<file path="config.mk">
export PLATFORM = sky130hd
export DESIGN_NAME = average_pooling
export DESIGN_NICKNAME = d
export VERILOG_FILES = /design/src/rtl/pooling_pkg.sv /design/src/rtl/pool_addr_gen.sv /design/src/rtl/average_pooling.sv
export SDC_FILE = /design/constraint.sdc
export NUM_CORES = 1
export LEC_CHECK = 0
export CORE_ASPECT_RATIO = 0.7
export CORE_MARGIN = 3
export CORE_UTILIZATION = 58
export DETAILED_ROUTE_END_ITERATION = 7
export PLACE_DENSITY = 0.86
export SYNTH_ARGS = -nofsm -noshare
export SYNTH_HDL_FRONTEND = slang
export SYNTH_HIERARCHICAL = 1
export SYNTH_SLANG_ARGS = --single-unit
</file>
<file path="constraint.sdc">
create_clock -name clk -period 6.2 [get_ports clk]
set_clock_uncertainty 0.15 [all_clocks]
set_input_delay 1.24 -clock clk [delete_from_list [all_inputs] [get_ports clk]]
set_output_delay 1.24 -clock clk [all_outputs]
set_load 0.005 [all_outputs]
</file>
<file path="src/rtl/pooling_pkg.sv">
// Shared geometry of the drawing-area frame buffer and pooled image,
// plus the state encoding of the pooling engine.
package pooling_pkg;

    localparam int IN_DIM     = 224;
    localparam int POOL       = 8;
    localparam int OUT_DIM    = IN_DIM / POOL;
    localparam int OUT_BITS   = 8;
    localparam int FB_ADDR_W  = 16;
    localparam int OUT_ADDR_W = 10;

    localparam logic [2:0] ST_IDLE  = 3'd0;
    localparam logic [2:0] ST_READ  = 3'd1;
    localparam logic [2:0] ST_DRAIN = 3'd2;
    localparam logic [2:0] ST_WRITE = 3'd3;
    localparam logic [2:0] ST_DONE  = 3'd4;

endpackage

</file>
<file path="src/rtl/pool_addr_gen.sv">
// Nested window (kx, ky) and cell (bx, by) counters producing the frame-buffer
// read address and the pooled-image cell index.
module pool_addr_gen #(
    parameter int IN_DIM     = pooling_pkg::IN_DIM,
    parameter int POOL       = pooling_pkg::POOL,
    parameter int FB_ADDR_W  = pooling_pkg::FB_ADDR_W,
    parameter int OUT_ADDR_W = pooling_pkg::OUT_ADDR_W
) (
    input  logic                  clk,
    input  logic                  reset,
    input  logic                  clear,
    input  logic                  step_k,
    input  logic                  step_cell,
    output logic [FB_ADDR_W-1:0]  fb_addr,
    output logic [OUT_ADDR_W-1:0] cell_idx,
    output logic                  last_in_window,
    output logic                  last_cell
);

    localparam int OUT_DIM = IN_DIM / POOL;
    localparam int K_W     = $clog2(POOL);
    localparam int C_W     = $clog2(OUT_DIM);

    logic [K_W-1:0] kx_q, kx_d, ky_q, ky_d;
    logic [C_W-1:0] bx_q, bx_d, by_q, by_d;
    logic [FB_ADDR_W-1:0] row, col;

    // A window step wraps kx into ky; the ky wrap is natural because POOL is a power of two.
    always_comb begin
        kx_d = kx_q;
        ky_d = ky_q;
        bx_d = bx_q;
        by_d = by_q;
        if (clear) begin
            kx_d = '0;
            ky_d = '0;
            bx_d = '0;
            by_d = '0;
        end else if (step_cell) begin
            kx_d = '0;
            ky_d = '0;
            if (bx_q == C_W'(OUT_DIM - 1)) begin
                bx_d = '0;
                by_d = by_q + 1'b1;
            end else begin
                bx_d = bx_q + 1'b1;
            end
        end else if (step_k) begin
            if (kx_q == K_W'(POOL - 1)) begin
                kx_d = '0;
                ky_d = ky_q + 1'b1;
            end else begin
                kx_d = kx_q + 1'b1;
            end
        end
    end

    always_ff @(posedge clk or posedge reset) begin
        if (reset) begin
            kx_q <= '0;
            ky_q <= '0;
            bx_q <= '0;
            by_q <= '0;
        end else begin
            kx_q <= kx_d;
            ky_q <= ky_d;
            bx_q <= bx_d;
            by_q <= by_d;
        end
    end

    assign row      = FB_ADDR_W'(by_q) * FB_ADDR_W'(POOL) + FB_ADDR_W'(ky_q);
    assign col      = FB_ADDR_W'(bx_q) * FB_ADDR_W'(POOL) + FB_ADDR_W'(kx_q);
    assign fb_addr  = row * FB_ADDR_W'(IN_DIM) + col;
    assign cell_idx = OUT_ADDR_W'(by_q) * OUT_ADDR_W'(OUT_DIM) + OUT_ADDR_W'(bx_q);

    assign last_in_window = (kx_q == K_W'(POOL - 1)) && (ky_q == K_W'(POOL - 1));
    assign last_cell      = (bx_q == C_W'(OUT_DIM - 1)) && (by_q == C_W'(OUT_DIM - 1));

endmodule

</file>
<file path="src/rtl/average_pooling.sv">
// Sums each POOLxPOOL block of the 1-bit frame buffer and writes the scaled,
// saturated grey level into the pooled-image RAM, one cell at a time.
module average_pooling #(
    parameter int IN_DIM     = pooling_pkg::IN_DIM,
    parameter int POOL       = pooling_pkg::POOL,
    parameter int OUT_BITS   = pooling_pkg::OUT_BITS,
    parameter int FB_ADDR_W  = pooling_pkg::FB_ADDR_W,
    parameter int OUT_ADDR_W = pooling_pkg::OUT_ADDR_W
) (
    input  logic                  clk,
    input  logic                  reset,
    input  logic                  enable,
    input  logic                  start,
    output logic                  done,
    output logic                  busy,
    output logic                  fb_rd_en,
    output logic [FB_ADDR_W-1:0]  fb_rd_addr,
    input  logic                  fb_rd_data,
    output logic                  pool_wr_en,
    output logic [OUT_ADDR_W-1:0] pool_wr_addr,
    output logic [OUT_BITS-1:0]   pool_wr_data
);

    import pooling_pkg::*;

    localparam int WIN_LOG2 = $clog2(POOL * POOL);
    localparam int ACC_W    = WIN_LOG2 + 1;
    localparam int SHIFT    = OUT_BITS - WIN_LOG2;
    localparam int SUM_W    = ACC_W + SHIFT;

    logic [2:0]       state_q, state_d;
    logic             busy_q, busy_d;
    logic             done_q, done_d;
    logic             rd_valid_q, rd_valid_d;
    logic [ACC_W-1:0] acc_q, acc_d;
    logic [SUM_W-1:0] scaled_wide;
    logic             start_ok;
    logic             step_cell;
    logic             last_in_window;
    logic             last_cell;

    assign start_ok   = start && enable && (state_q == ST_IDLE || state_q == ST_DONE);
    assign fb_rd_en   = enable && (state_q == ST_READ);
    assign pool_wr_en = enable && (state_q == ST_WRITE);
    assign step_cell  = pool_wr_en && !last_cell;

    // The read-valid flag follows every issued read regardless of enable,
    // so a datum in flight when enable drops is still counted.
    assign rd_valid_d = fb_rd_en;

    pool_addr_gen #(
        .IN_DIM     (IN_DIM),
        .POOL       (POOL),
        .FB_ADDR_W  (FB_ADDR_W),
        .OUT_ADDR_W (OUT_ADDR_W)
    ) u_addr_gen (
        .clk            (clk),
        .reset          (reset),
        .clear          (start_ok),
        .step_k         (fb_rd_en),
        .step_cell      (step_cell),
        .fb_addr        (fb_rd_addr),
        .cell_idx       (pool_wr_addr),
        .last_in_window (last_in_window),
        .last_cell      (last_cell)
    );

    always_comb begin
        state_d = state_q;
        busy_d  = busy_q;
        done_d  = done_q;
        acc_d   = acc_q;
        if (rd_valid_q) begin
            acc_d = acc_q + ACC_W'(fb_rd_data);
        end
        case (state_q)
            ST_IDLE, ST_DONE: begin
                if (start_ok) begin
                    state_d = ST_READ;
                    busy_d  = 1'b1;
                    done_d  = 1'b0;
                    acc_d   = '0;
                end
            end
            ST_READ: begin
                if (enable && last_in_window) begin
                    state_d = ST_DRAIN;
                end
            end
            ST_DRAIN: begin
                if (enable) begin
                    state_d = ST_WRITE;
                end
            end
            ST_WRITE: begin
                if (enable) begin
                    acc_d = '0;
                    if (last_cell) begin
                        state_d = ST_DONE;
                        busy_d  = 1'b0;
                        done_d  = 1'b1;
                    end else begin
                        state_d = ST_READ;
                    end
                end
            end
            default: begin
                state_d = ST_IDLE;
                busy_d  = 1'b0;
                done_d  = 1'b0;
                acc_d   = '0;
            end
        endcase
    end

    always_ff @(posedge clk or posedge reset) begin
        if (reset) begin
            state_q    <= ST_IDLE;
            busy_q     <= 1'b0;
            done_q     <= 1'b0;
            rd_valid_q <= 1'b0;
            acc_q      <= '0;
        end else begin
            state_q    <= state_d;
            busy_q     <= busy_d;
            done_q     <= done_d;
            rd_valid_q <= rd_valid_d;
            acc_q      <= acc_d;
        end
    end

    // A completely filled window overflows OUT_BITS by one and clamps to all ones.
    assign scaled_wide  = SUM_W'(acc_q) << SHIFT;
    assign pool_wr_data = (scaled_wide > SUM_W'((1 << OUT_BITS) - 1)) ? '1
                                                                      : scaled_wide[OUT_BITS-1:0];
    assign done = done_q;
    assign busy = busy_q;

endmodule

</file>
==> results_dict.tcl, run 1 <==
set metrics [dict create \
    leakagePower_nw 1.474 \
    final-setup-viol-count 0 \
    arrival_ps 3590 \
    worstSetupPathType "reg -> out" \
    maxCapViolations 0 \
    cpMostUsedCell "fa_1" \
    syn-cell-area_um2 2591 \
    io_pins 43 \
    cts_setup_buffers 0 \
    finalHoldViolations 0 \
    cpMaxStageDelayCell "fa_1" \
    vias_per_cell 5.617 \
    max_freq_ghz 0.2007 \
    insertedDiodeCount 0 \
    rsz0062_at_grt "no" \
    postRouteWirelength_um 5348 \
    wl_met1_um 2727 \
    async_flop_share_pct 100.0 \
    cts.path.max_buffers 2 \
    pre_cts_ws_ps 1515 \
    path_max_fanout 4 \
    power_mw 1.031 \
    synth_edf_count 0 \
    maxUsedRoutingLayer "met4" \
    fin_crit_ps 4982 \
    netlist_instances 282 \
    cts_root_buf "clkbuf_8" \
    ys_ff_latch 29 \
    cpPeakStageDelay_ps 560 \
    routabilityCongestion 0.8247 \
    endpoint_kind "output port" \
    clk_latency_ps 270 \
    ir_drop_mv 0.2128 \
    wl_per_cell_um 14.34 \
    grt_pass1_vias 2062 \
    worst_pin_slew_ps 606.0 \
    hold_path_class "reg -> reg" \
    antenna_left 0 \
    grt_start_max_net_pins 17 \
    drc_errors 0 \
    yosys-top-cells-area "dfrtp_1, ha_1, fa_1" \
    drt_first_pass_iters 6 \
    slew-limit-headroom_pct 59.55 \
    rows 19 \
    die_w_um 85.89 \
    routed-wl-met3_um 401 \
    fill_cells 287 \
    overflow 0 \
    first_iter_violations 165 \
    critPathLaunchType "flip-flop" \
    grt.total_usage_pct 22.53 \
    vias 2095 \
    synth_top_area_share_pct 28.01 \
    power_density_nw_per_um2 333.6 \
    crit_family "adder cells" \
    numCtsBuffers 5 \
    seqCellArea_um2 725.7 \
    synth.distinct_cells 47 \
    ys_seq_area_share_pct 28.01 \
    area_growth_pct 19.27 \
    cts-resized-gates 0 \
    final_util_pct 75.14 \
    cts-htree-levels 2 \
    clock_sinks 29 \
    placed_cells 365 \
    die_h_um 61.92 \
    synth_area_leader_cell "dfrtp_1" \
    multiInputGateArea_um2 1710 \
    fin_cells 373 \
    post-route-period-util_pct 80.36 \
    clk_pin_slew_ps 60 \
    wl_met2_um 2157 \
    io_buffers 42 \
    initial_core_util_pct 63.01 \
    synth_flop_cell "dfrtp_1" \
    synth_nets 325 \
    worstPathRequired_ps 4810 \
    cts_tree "built" \
    core-area_um2 4113 \
    syn_avg_cell_area_um2 9.189 \
    fp.dieArea_um2 5318 \
    crit_chain "fa_1, ha_1, inv_1, fa_1, nand2b_1, a21oi_1, xor2_1, nand3_1, nor3_1, xnor2_1, clkdlybuf4s50_1" \
    ctsHoldBuffers 0 \
    layout_setup_ws_ps 1218 \
    layout-drive-gt1-share_pct 9.346 \
    yosys_warnings 6 \
    dpl.hpwl_um 4250 \
    antenna_found_initial 0 \
    tns_ps 0 \
    critPathLaunch "u_addr_gen/ky_q[0]" \
    hp-start "done" \
    grt_pass1_wl_um 9404 \
    drv_slew 0 \
    rr_startpoint "u_addr_gen/by_q[2]" \
    status "complete, no violations" \
    critPathBufInv 2 \
    layout.nets 363 \
]
final cells by class:
| class | instances | share of cell area, % |
|---|---|---|
| Tap cell | 52 | 2.105 |
| Multi-Input combinational cell | 220 | 55.34 |
| Inverter | 21 | 2.551 |
| Timing Repair Buffer | 43 | 13.85 |
| Clock inverter | 2 | 0.3239 |
| Clock buffer | 6 | 2.348 |
| Sequential cell | 29 | 23.48 |
final timing paths:
| check | to | slack [ps] | cells after the start |
|---|---|---|---|
| max | fb_rd_addr[14] | 1220 | 11 |
| min | done | 360 | 2 |
| max reg2reg | u_addr_gen/by_q[3] | 3540 | 11 |
| min reg2reg | done | 360 | 2 |
| max in group asynchronous | u_addr_gen/bx_q[1] | 4270 | 2 |
| min in group asynchronous | acc_q[4] | 1190 | 2 |
worst min-delay path: cells and delay by family, from the launching register on:
family	cells	cell delay (ps)
AO/OA/AOI/OAI	1	50
buffers and inverters	1	50
flip-flops	1	370
cells in the mapped netlist (3+ instances only):
master	instances
nor3_1	7
xor2_1	19
clkbuf_1	4
o21ai_0	8
nor2_1	33
dfrtp_1	29
or2_2	9
ha_1	27
fa_1	11
nand3_1	10
xnor2_1	13
nand2_1	18
buf_4	6
a21oi_1	19
mux2i_1	7
nand2b_1	3
inv_1	20
nand4_1	4
layer usage:
layer  vias to the layer above  track usage, %
met5                         -               0
met4                         0           5.418
met3                         8           5.402
met2                        79           33.81
met1                       984           33.14
li1                       1024               -
sequential cells by signal, summed over array words and instances, names as in the netlist:
name,flops
acc_q,7
u_addr_gen/bx_q,5
u_addr_gen/by_q,5
state_q,3
u_addr_gen/kx_q,3
u_addr_gen/ky_q,3
busy,1
done,1
rd_valid_q,1
layout by cell type, fill, tap and decap left out, drive strengths merged, types with 2 or more instances in the layout:
master,count
inv,21
xor2,20
nand2,19
nor2,33
clkbuf,6
nand4,5
or3,2
a21oi,20
nor3b,2
a211oi,2
dfrtp,29
xnor2,13
or2,9
clkinv,2
nand3,11
nand2b,3
mux2i,7
nor3,9
clkdlybuf4s50,42
fa,11
and2,2
o21ai,10
ha,27
a21o,2
nor2b,2
stage by stage:
| stage | area [um^2] | hold WS (ps) |
|---|---|---|
| after floorplan | 2591 | 341.9 |
| after global placement | 3008 | 339.8 |
| after detailed placement | 3008 | 360.3 |
| after CTS | 3090 | 363.7 |
| after global routing | 3090 | 385.1 |
| final | 3090 | 363.5 |
where the power goes:
group | internal (mW) | switching, mW
clock | 0.0775 | 0.0672
sequential | 0.226 | 0.0500
combinational | 0.322 | 0.288
cell families (layout without fill, tap and decap cells):
family / after synthesis / in the layout / synth area share [%]
AOI/OAI and AO/OA: 40 / 40 / 10.14
xor gates and xnor gates: 33 / 33 / 11.44
adders and majority gates: 38 / 38 / 21.54
buffers and inverters: 33 / 72 / 5.987
DFF: 29 / 29 / 28.01
muxes: 7 / 7 / 2.704
and+or+nand+nor: 102 / 102 / 20.18
No activity file was read; power rests on OpenSTA's default activity.
==> inputs of run 2 (changes only) <==
--- a/config.mk
+++ b/config.mk
@@ -7,9 +7,9 @@
 export LEC_CHECK = 0
 export CORE_ASPECT_RATIO = 0.7
 export CORE_MARGIN = 3
-export CORE_UTILIZATION = 58
+export CORE_UTILIZATION = 54
 export DETAILED_ROUTE_END_ITERATION = 7
-export PLACE_DENSITY = 0.86
+export PLACE_DENSITY = 0.81
 export SYNTH_ARGS = -nofsm -noshare
 export SYNTH_HDL_FRONTEND = slang
 export SYNTH_HIERARCHICAL = 1
==> constraint.sdc (replaced) <==
create_clock -name clk -period 4.95 [get_ports clk]
set_clock_uncertainty 0.15 [all_clocks]
set_input_delay 0.99 -clock clk [delete_from_list [all_inputs] [get_ports clk]]
set_output_delay 0.99 -clock clk [all_outputs]
set_load 0.005 [all_outputs]
==> run 2 against run 1 <==
  * Via count down 1.7%
  * Global-route usage down 1.1 points
  * Non-clock buffer count up 1
  * Utilization down 4.7 points
  * Clock power up 72%
  * Cell count up 1.1%
  * Worst setup slack worse by 1000 ps
  * Sequential cell count unchanged
  * Power up 33%
  * Sequential share of layout area down 0.48 points
  * Highest routed layer unchanged
==> results_dict.tcl, run 2 (synthesis gave the netlist of run 1 again) <==
set metrics [dict create \
    worst_pin_slew_ps 656.9 \
    final_common_cell "clkdlybuf4s50_1" \
    antenna_found_initial 0 \
    postRouteWirelength_um 5295 \
    power_density_nw_per_um2 436.0 \
    max_freq_ghz 0.2105 \
    finalHoldViolations 0 \
    cts_tree "built" \
    layout_setup_ws_ps 198.5 \
    cts.path.max_buffers 2 \
    grt_pass1_wl_um 9528 \
    drt_first_pass_iters 4 \
    rows 20 \
    grt.total_usage_pct 21.38 \
    core-area_um2 4479 \
    fill_cells 336 \
    initial_core_util_pct 57.85 \
    ir_drop_mv 0.2995 \
    largest_reg_flops 7 \
    rr_startpoint "u_addr_gen/by_q[2]" \
    rrSetupSlack_ps 2350 \
    io_buffers 42 \
    arrival_ps 3610 \
    layout-drive-gt1-share_pct 11.18 \
    first_iter_violations 92 \
    layout.nets 364 \
    fin_cells 377 \
    critPathLaunch "u_addr_gen/ky_q[0]" \
    cts_setup_buffers 0 \
    leakagePower_nw 1.489 \
    tns_ps 0 \
    die_w_um 88.80 \
    layout_common_cells "clkdlybuf4s50_1, nor2_1, dfrtp_1" \
    rsz0062_at_grt "no" \
    antenna_left 0 \
    vias 2060 \
    critPathLaunchType "flip-flop" \
    grt_start_max_net_pins 17 \
    top_regs "acc_q: 7 flops, u_addr_gen/bx_q: 5 flops, u_addr_gen/by_q: 5 flops" \
    finalInstanceArea_um2 3156 \
    drv_slew 0 \
    endpoint_kind "output port" \
    slew-limit-headroom_pct 56.16 \
    crit_family "adder cells" \
    die_h_um 63.96 \
    crit_chain "fa_1, ha_1, inv_1, fa_1, nand2b_1, a21oi_1, nor4_1, nor3_2, nor3_2, xnor2_1, clkdlybuf4s50_1" \
    placed_cells 369 \
    maxCapViolations 0 \
    fp.dieArea_um2 5679 \
    cpMaxStageDelayCell "fa_1" \
    cpPeakStageDelay_ps 560 \
    worstPathRequired_ps 3810 \
    hp-start "busy" \
    cts_root_buf "clkbuf_8" \
    clock_sinks 29 \
    routabilityCongestion 0.8696 \
    final-setup-viol-count 0 \
    critPathBufInv 2 \
    dpl.hpwl_um 4232 \
    wl_per_cell_um 14.05 \
    status "complete, no violations" \
    fin_crit_ps 4752 \
    dpl_cell_area_um2 3019 \
    drc_errors 0 \
    io_pins 43 \
    hold_path_class "reg -> reg" \
    area_growth_pct 21.78 \
    path_max_fanout 4 \
    clk_latency_ps 290 \
    vias_per_cell 5.464 \
    grt_pass1_vias 2047 \
    regMostFlops "acc_q" \
    insertedDiodeCount 0 \
    numCtsBuffers 5 \
    worstSetupPathType "reg -> out" \
    pre_cts_ws_ps 448.0 \
    cts-htree-levels 2 \
    post-route-period-util_pct 95.99 \
    clk_pin_slew_ps 70 \
    overflow 0 \
]
run 2: cell types whose count changed in the layout (fill, tap and decap cells not counted), sizes merged:
cell	previous run	this run
buf	1	2
bufinv	0	1
clkbuf	6	5
clkinv	2	1
clkinvlp	0	1
run 2: worst paths after layout:
path | end | cells past startpoint
max in group asynchronous | u_addr_gen/bx_q[1] | 2
worst max-delay path | fb_rd_addr[14] | 11
min in group asynchronous | acc_q[1] | 2
worst min register to register | busy | 2
worst min-delay path | busy | 2
worst max register to register | u_addr_gen/by_q[3] | 11
run 2: area by class of cell:
cell class | instances | area (um^2) | area share [%]
flip-flops and latches | 29 | 725.7 | 23.00
well taps | 55 | 68.82 | 2.181
inverters | 21 | 78.83 | 2.498
clock buffers | 5 | 68.82 | 2.181
multi-input cells | 220 | 1732 | 54.88
clock inverters | 3 | 46.29 | 1.467
repair buffers | 44 | 435.4 | 13.80
run 2: where the power goes:
part | internal [mW] | total, mW | switching, mW
sequential | 0.283 | 0.346 | 0.0629
clock | 0.150 | 0.249 | 0.0987
combinational | 0.412 | 0.781 | 0.369
run 2: repair_timing:
item | in CTS | in global routing
endpoints found under the hold margin | 0 | 0
setup endpoints to repair | 0 | 2
gates resized for setup | 0 | 4
hold buffers | 0 | 0
run 2: routing by layer:
| layer | track usage [%] | share of wire [%] | up-vias |
|---|---|---|---|
| met5 | 0 | 0 | - |
| met4 | 7.547 | 1.8 | 0 |
| met1 | 32.11 | 51 | 979 |
| li1 | - | - | 1021 |
| met2 | 30.09 | 43 | 50 |
| met3 | 4.510 | 4.4 | 10 |
run 2: metrics by stage:
stage               power (mW)  utilization (%)  hold slack, ps
finish                   1.376            70.45           357.0
global route             1.489            70.45           389.3
CTS                      1.375            69.97           355.9
detailed placement       1.119            67.40           342.0
global placement         1.098            67.40           341.9
floorplan               0.7939                -           341.9
run 2: tightest hold or removal path, stage by stage, from the launching register on:
cell	delay, ps
dfrtp_1	340
nand3_1	60
nand2_1	70
==> inputs of run 3 (changes only) <==
--- a/config.mk
+++ b/config.mk
@@ -7,9 +7,9 @@
 export LEC_CHECK = 0
 export CORE_ASPECT_RATIO = 0.7
 export CORE_MARGIN = 3
-export CORE_UTILIZATION = 54
+export CORE_UTILIZATION = 49
 export DETAILED_ROUTE_END_ITERATION = 7
-export PLACE_DENSITY = 0.81
+export PLACE_DENSITY = 0.77
 export SYNTH_ARGS = -nofsm -noshare
 export SYNTH_HDL_FRONTEND = slang
 export SYNTH_HIERARCHICAL = 1
==> constraint.sdc (replaced) <==
create_clock -name clk -period 4.2 [get_ports clk]
set_clock_uncertainty 0.15 [all_clocks]
set_input_delay 0.84 -clock clk [delete_from_list [all_inputs] [get_ports clk]]
set_output_delay 0.84 -clock clk [all_outputs]
set_load 0.005 [all_outputs]
==> run 3 against run 2 <==
  * Non-clock buffer count rose by 18
  * Sequential cell count unchanged
  * Critical path depth down 3
  * Sequential power rose by 15%
  * Clock-buffer cell count up 2
  * Sequential share of layout area is 1.5 points lower
  * Utilization is 1.4 points lower
  * Power is 28% higher
  * Critical path type unchanged
  * Largest cell class unchanged
==> results_dict.tcl, run 3 (synthesis gave the netlist of run 1 again) <==
set metrics [dict create \
    rr_endpoint "u_addr_gen/by_q[3]" \
    core-area_um2 4940 \
    cpMaxStageDelayCell "fa_1" \
    area_growth_pct 31.68 \
    cts-htree-levels 2 \
    endpoint_kind "output port" \
    max_freq_ghz 0.2433 \
    leakagePower_nw 1.645 \
    io_pins 43 \
    cts_tree "built" \
    drc_errors 0 \
    io_buffers 42 \
    layout_setup_ws_ps 89.01 \
    vias 2190 \
    ir_drop_mv 0.2029 \
    rows 21 \
    cpPeakStageDelay_ps 600 \
    largest_reg_flops 7 \
    critPathLaunchType "flip-flop" \
    power_density_nw_per_um2 514.8 \
    rrSetupSlack_ps 1560 \
    hold_path_class "reg -> reg" \
    crit_family "adder cells" \
    pre_cts_ws_ps -105.4 \
    worst_pin_slew_ps 611.2 \
    hp-start "busy" \
    worstSetupPathType "reg -> out" \
    fin_cells 409 \
    vias_per_cell 5.355 \
    drt_first_pass_iters 4 \
    tns_ps 0 \
    clk_latency_ps 270 \
    finalHoldViolations 0 \
    placed_cells 394 \
    status "complete, no violations" \
    arrival_ps 3120 \
    numCtsBuffers 5 \
    maxCapViolations 0 \
    fin_crit_ps 4111 \
    hold_end "busy" \
    grt_start_max_net_pins 17 \
    crit_chain "fa_1, ha_1, inv_1, fa_1, xor2_1, nor3_2, xor2_1, clkdlybuf4s50_1" \
    antenna_found_initial 0 \
    clk_pin_slew_ps 60 \
    rr_startpoint "u_addr_gen/by_q[2]" \
    first_iter_violations 153 \
    worst-path-stages 8 \
    clock_sinks 29 \
    post-route-period-util_pct 97.88 \
    die_w_um 92.92 \
    insertedDiodeCount 0 \
    final-setup-viol-count 0 \
    antenna_left 0 \
    overflow 0 \
    wl_per_cell_um 14.48 \
    critPathBufInv 2 \
    grt_pass1_vias 2152 \
    fp.dieArea_um2 6210 \
    fill_cells 403 \
    cts_root_buf "clkbuf_8" \
    dpl.hpwl_um 4500 \
    path_max_fanout 4 \
    worstPathRequired_ps 3210 \
    layout-drive-gt1-share_pct 22.06 \
    postRouteWirelength_um 5923 \
    layout_common_cells "clkdlybuf4s50_1, nor2_1, ha_1, dfrtp_1" \
    drv_slew 0 \
    grt_pass1_wl_um 10270 \
    grt.total_usage_pct 20.91 \
    hold_depth 2 \
    regMostFlops "acc_q" \
    final_util_pct 69.07 \
    layout.nets 382 \
    routabilityCongestion 0.9412 \
    die_h_um 66.84 \
    top_regs "acc_q: 7 flops, u_addr_gen/bx_q: 5 flops, u_addr_gen/by_q: 5 flops" \
    slew-limit-headroom_pct 59.21 \
    initial_core_util_pct 52.46 \
    power_mw 1.756 \
    rsz0062_at_grt "yes" \
    reg2reg_depth 13 \
    cts.path.max_buffers 2 \
    final_common_cell "clkdlybuf4s50_1" \
]
==> run 3: cell type report <==
| type | instances | area (um^2) | share of cell area, % |
|---|---|---|---|
| multi-input combinational | 220 | 1834 | 53.76 |
| tap | 69 | 86.33 | 2.530 |
| clock buffer | 7 | 86.33 | 2.530 |
| inverter | 21 | 78.83 | 2.310 |
| clock inverter | 1 | 30.03 | 0.8801 |
| sequential | 29 | 732.0 | 21.45 |
| timing repair buffer | 62 | 564.3 | 16.54 |
==> run 3: worst min-delay path, stage by stage, from the launching register on <==
cell and delay (ps):
dfrtp_1 330, nand3_1 60, nand2_1 70
==> run 3: worst max-delay path by stage <==
stage                       startpoint               to
floorplan           u_addr_gen/ky_q[0]   fb_rd_addr[14]
global placement    u_addr_gen/ky_q[1]   fb_rd_addr[14]
detailed placement  u_addr_gen/ky_q[1]   fb_rd_addr[14]
CTS                 u_addr_gen/ky_q[1]   fb_rd_addr[14]
global route        u_addr_gen/by_q[0]  pool_wr_addr[7]
finish              u_addr_gen/by_q[0]  pool_wr_addr[7]
==> run 3: per-stage QoR <==
stage	hold WS (ps)	instance area (um^2)
3_5_place_dp	342.0	3119
5_1_grt	367.0	3412
6_report	353.3	3412
2_1_floorplan	341.9	2591
4_1_cts	354.0	3361
3_3_place_gp	339.8	3119
==> run 3: repair_timing <==
action | 4_1_cts | 5_1_grt
hold buffers | 0 | 0
pin swaps | 10 | 4
setup buffers | 6 | 1
setup endpoints to repair | 7 | 6
gates resized for setup | 26 | 14
==> run 3: per-layer routing <==
| layer | vias to the layer above | track usage (%) | routed length, um | share of wire [%] |
|---|---|---|---|---|
| met2 | 61 | 33.36 | 2712 | 46 |
| met5 | - | 0 | 0 | 0 |
| li1 | 1059 | - | - | - |
| met1 | 1064 | 29.79 | 2863 | 48 |
| met3 | 6 | 3.950 | 296 | 5.0 |
| met4 | 0 | 4.205 | 51 | 0.86 |
==> run 3: power breakdown <==
part	internal (mW)	total [mW]	switching, mW
Sequential	0.336	0.399	0.0632
Clock	0.193	0.292	0.0991
Combinational	0.552	1.06	0.513
Total	1.08	1.76	0.675
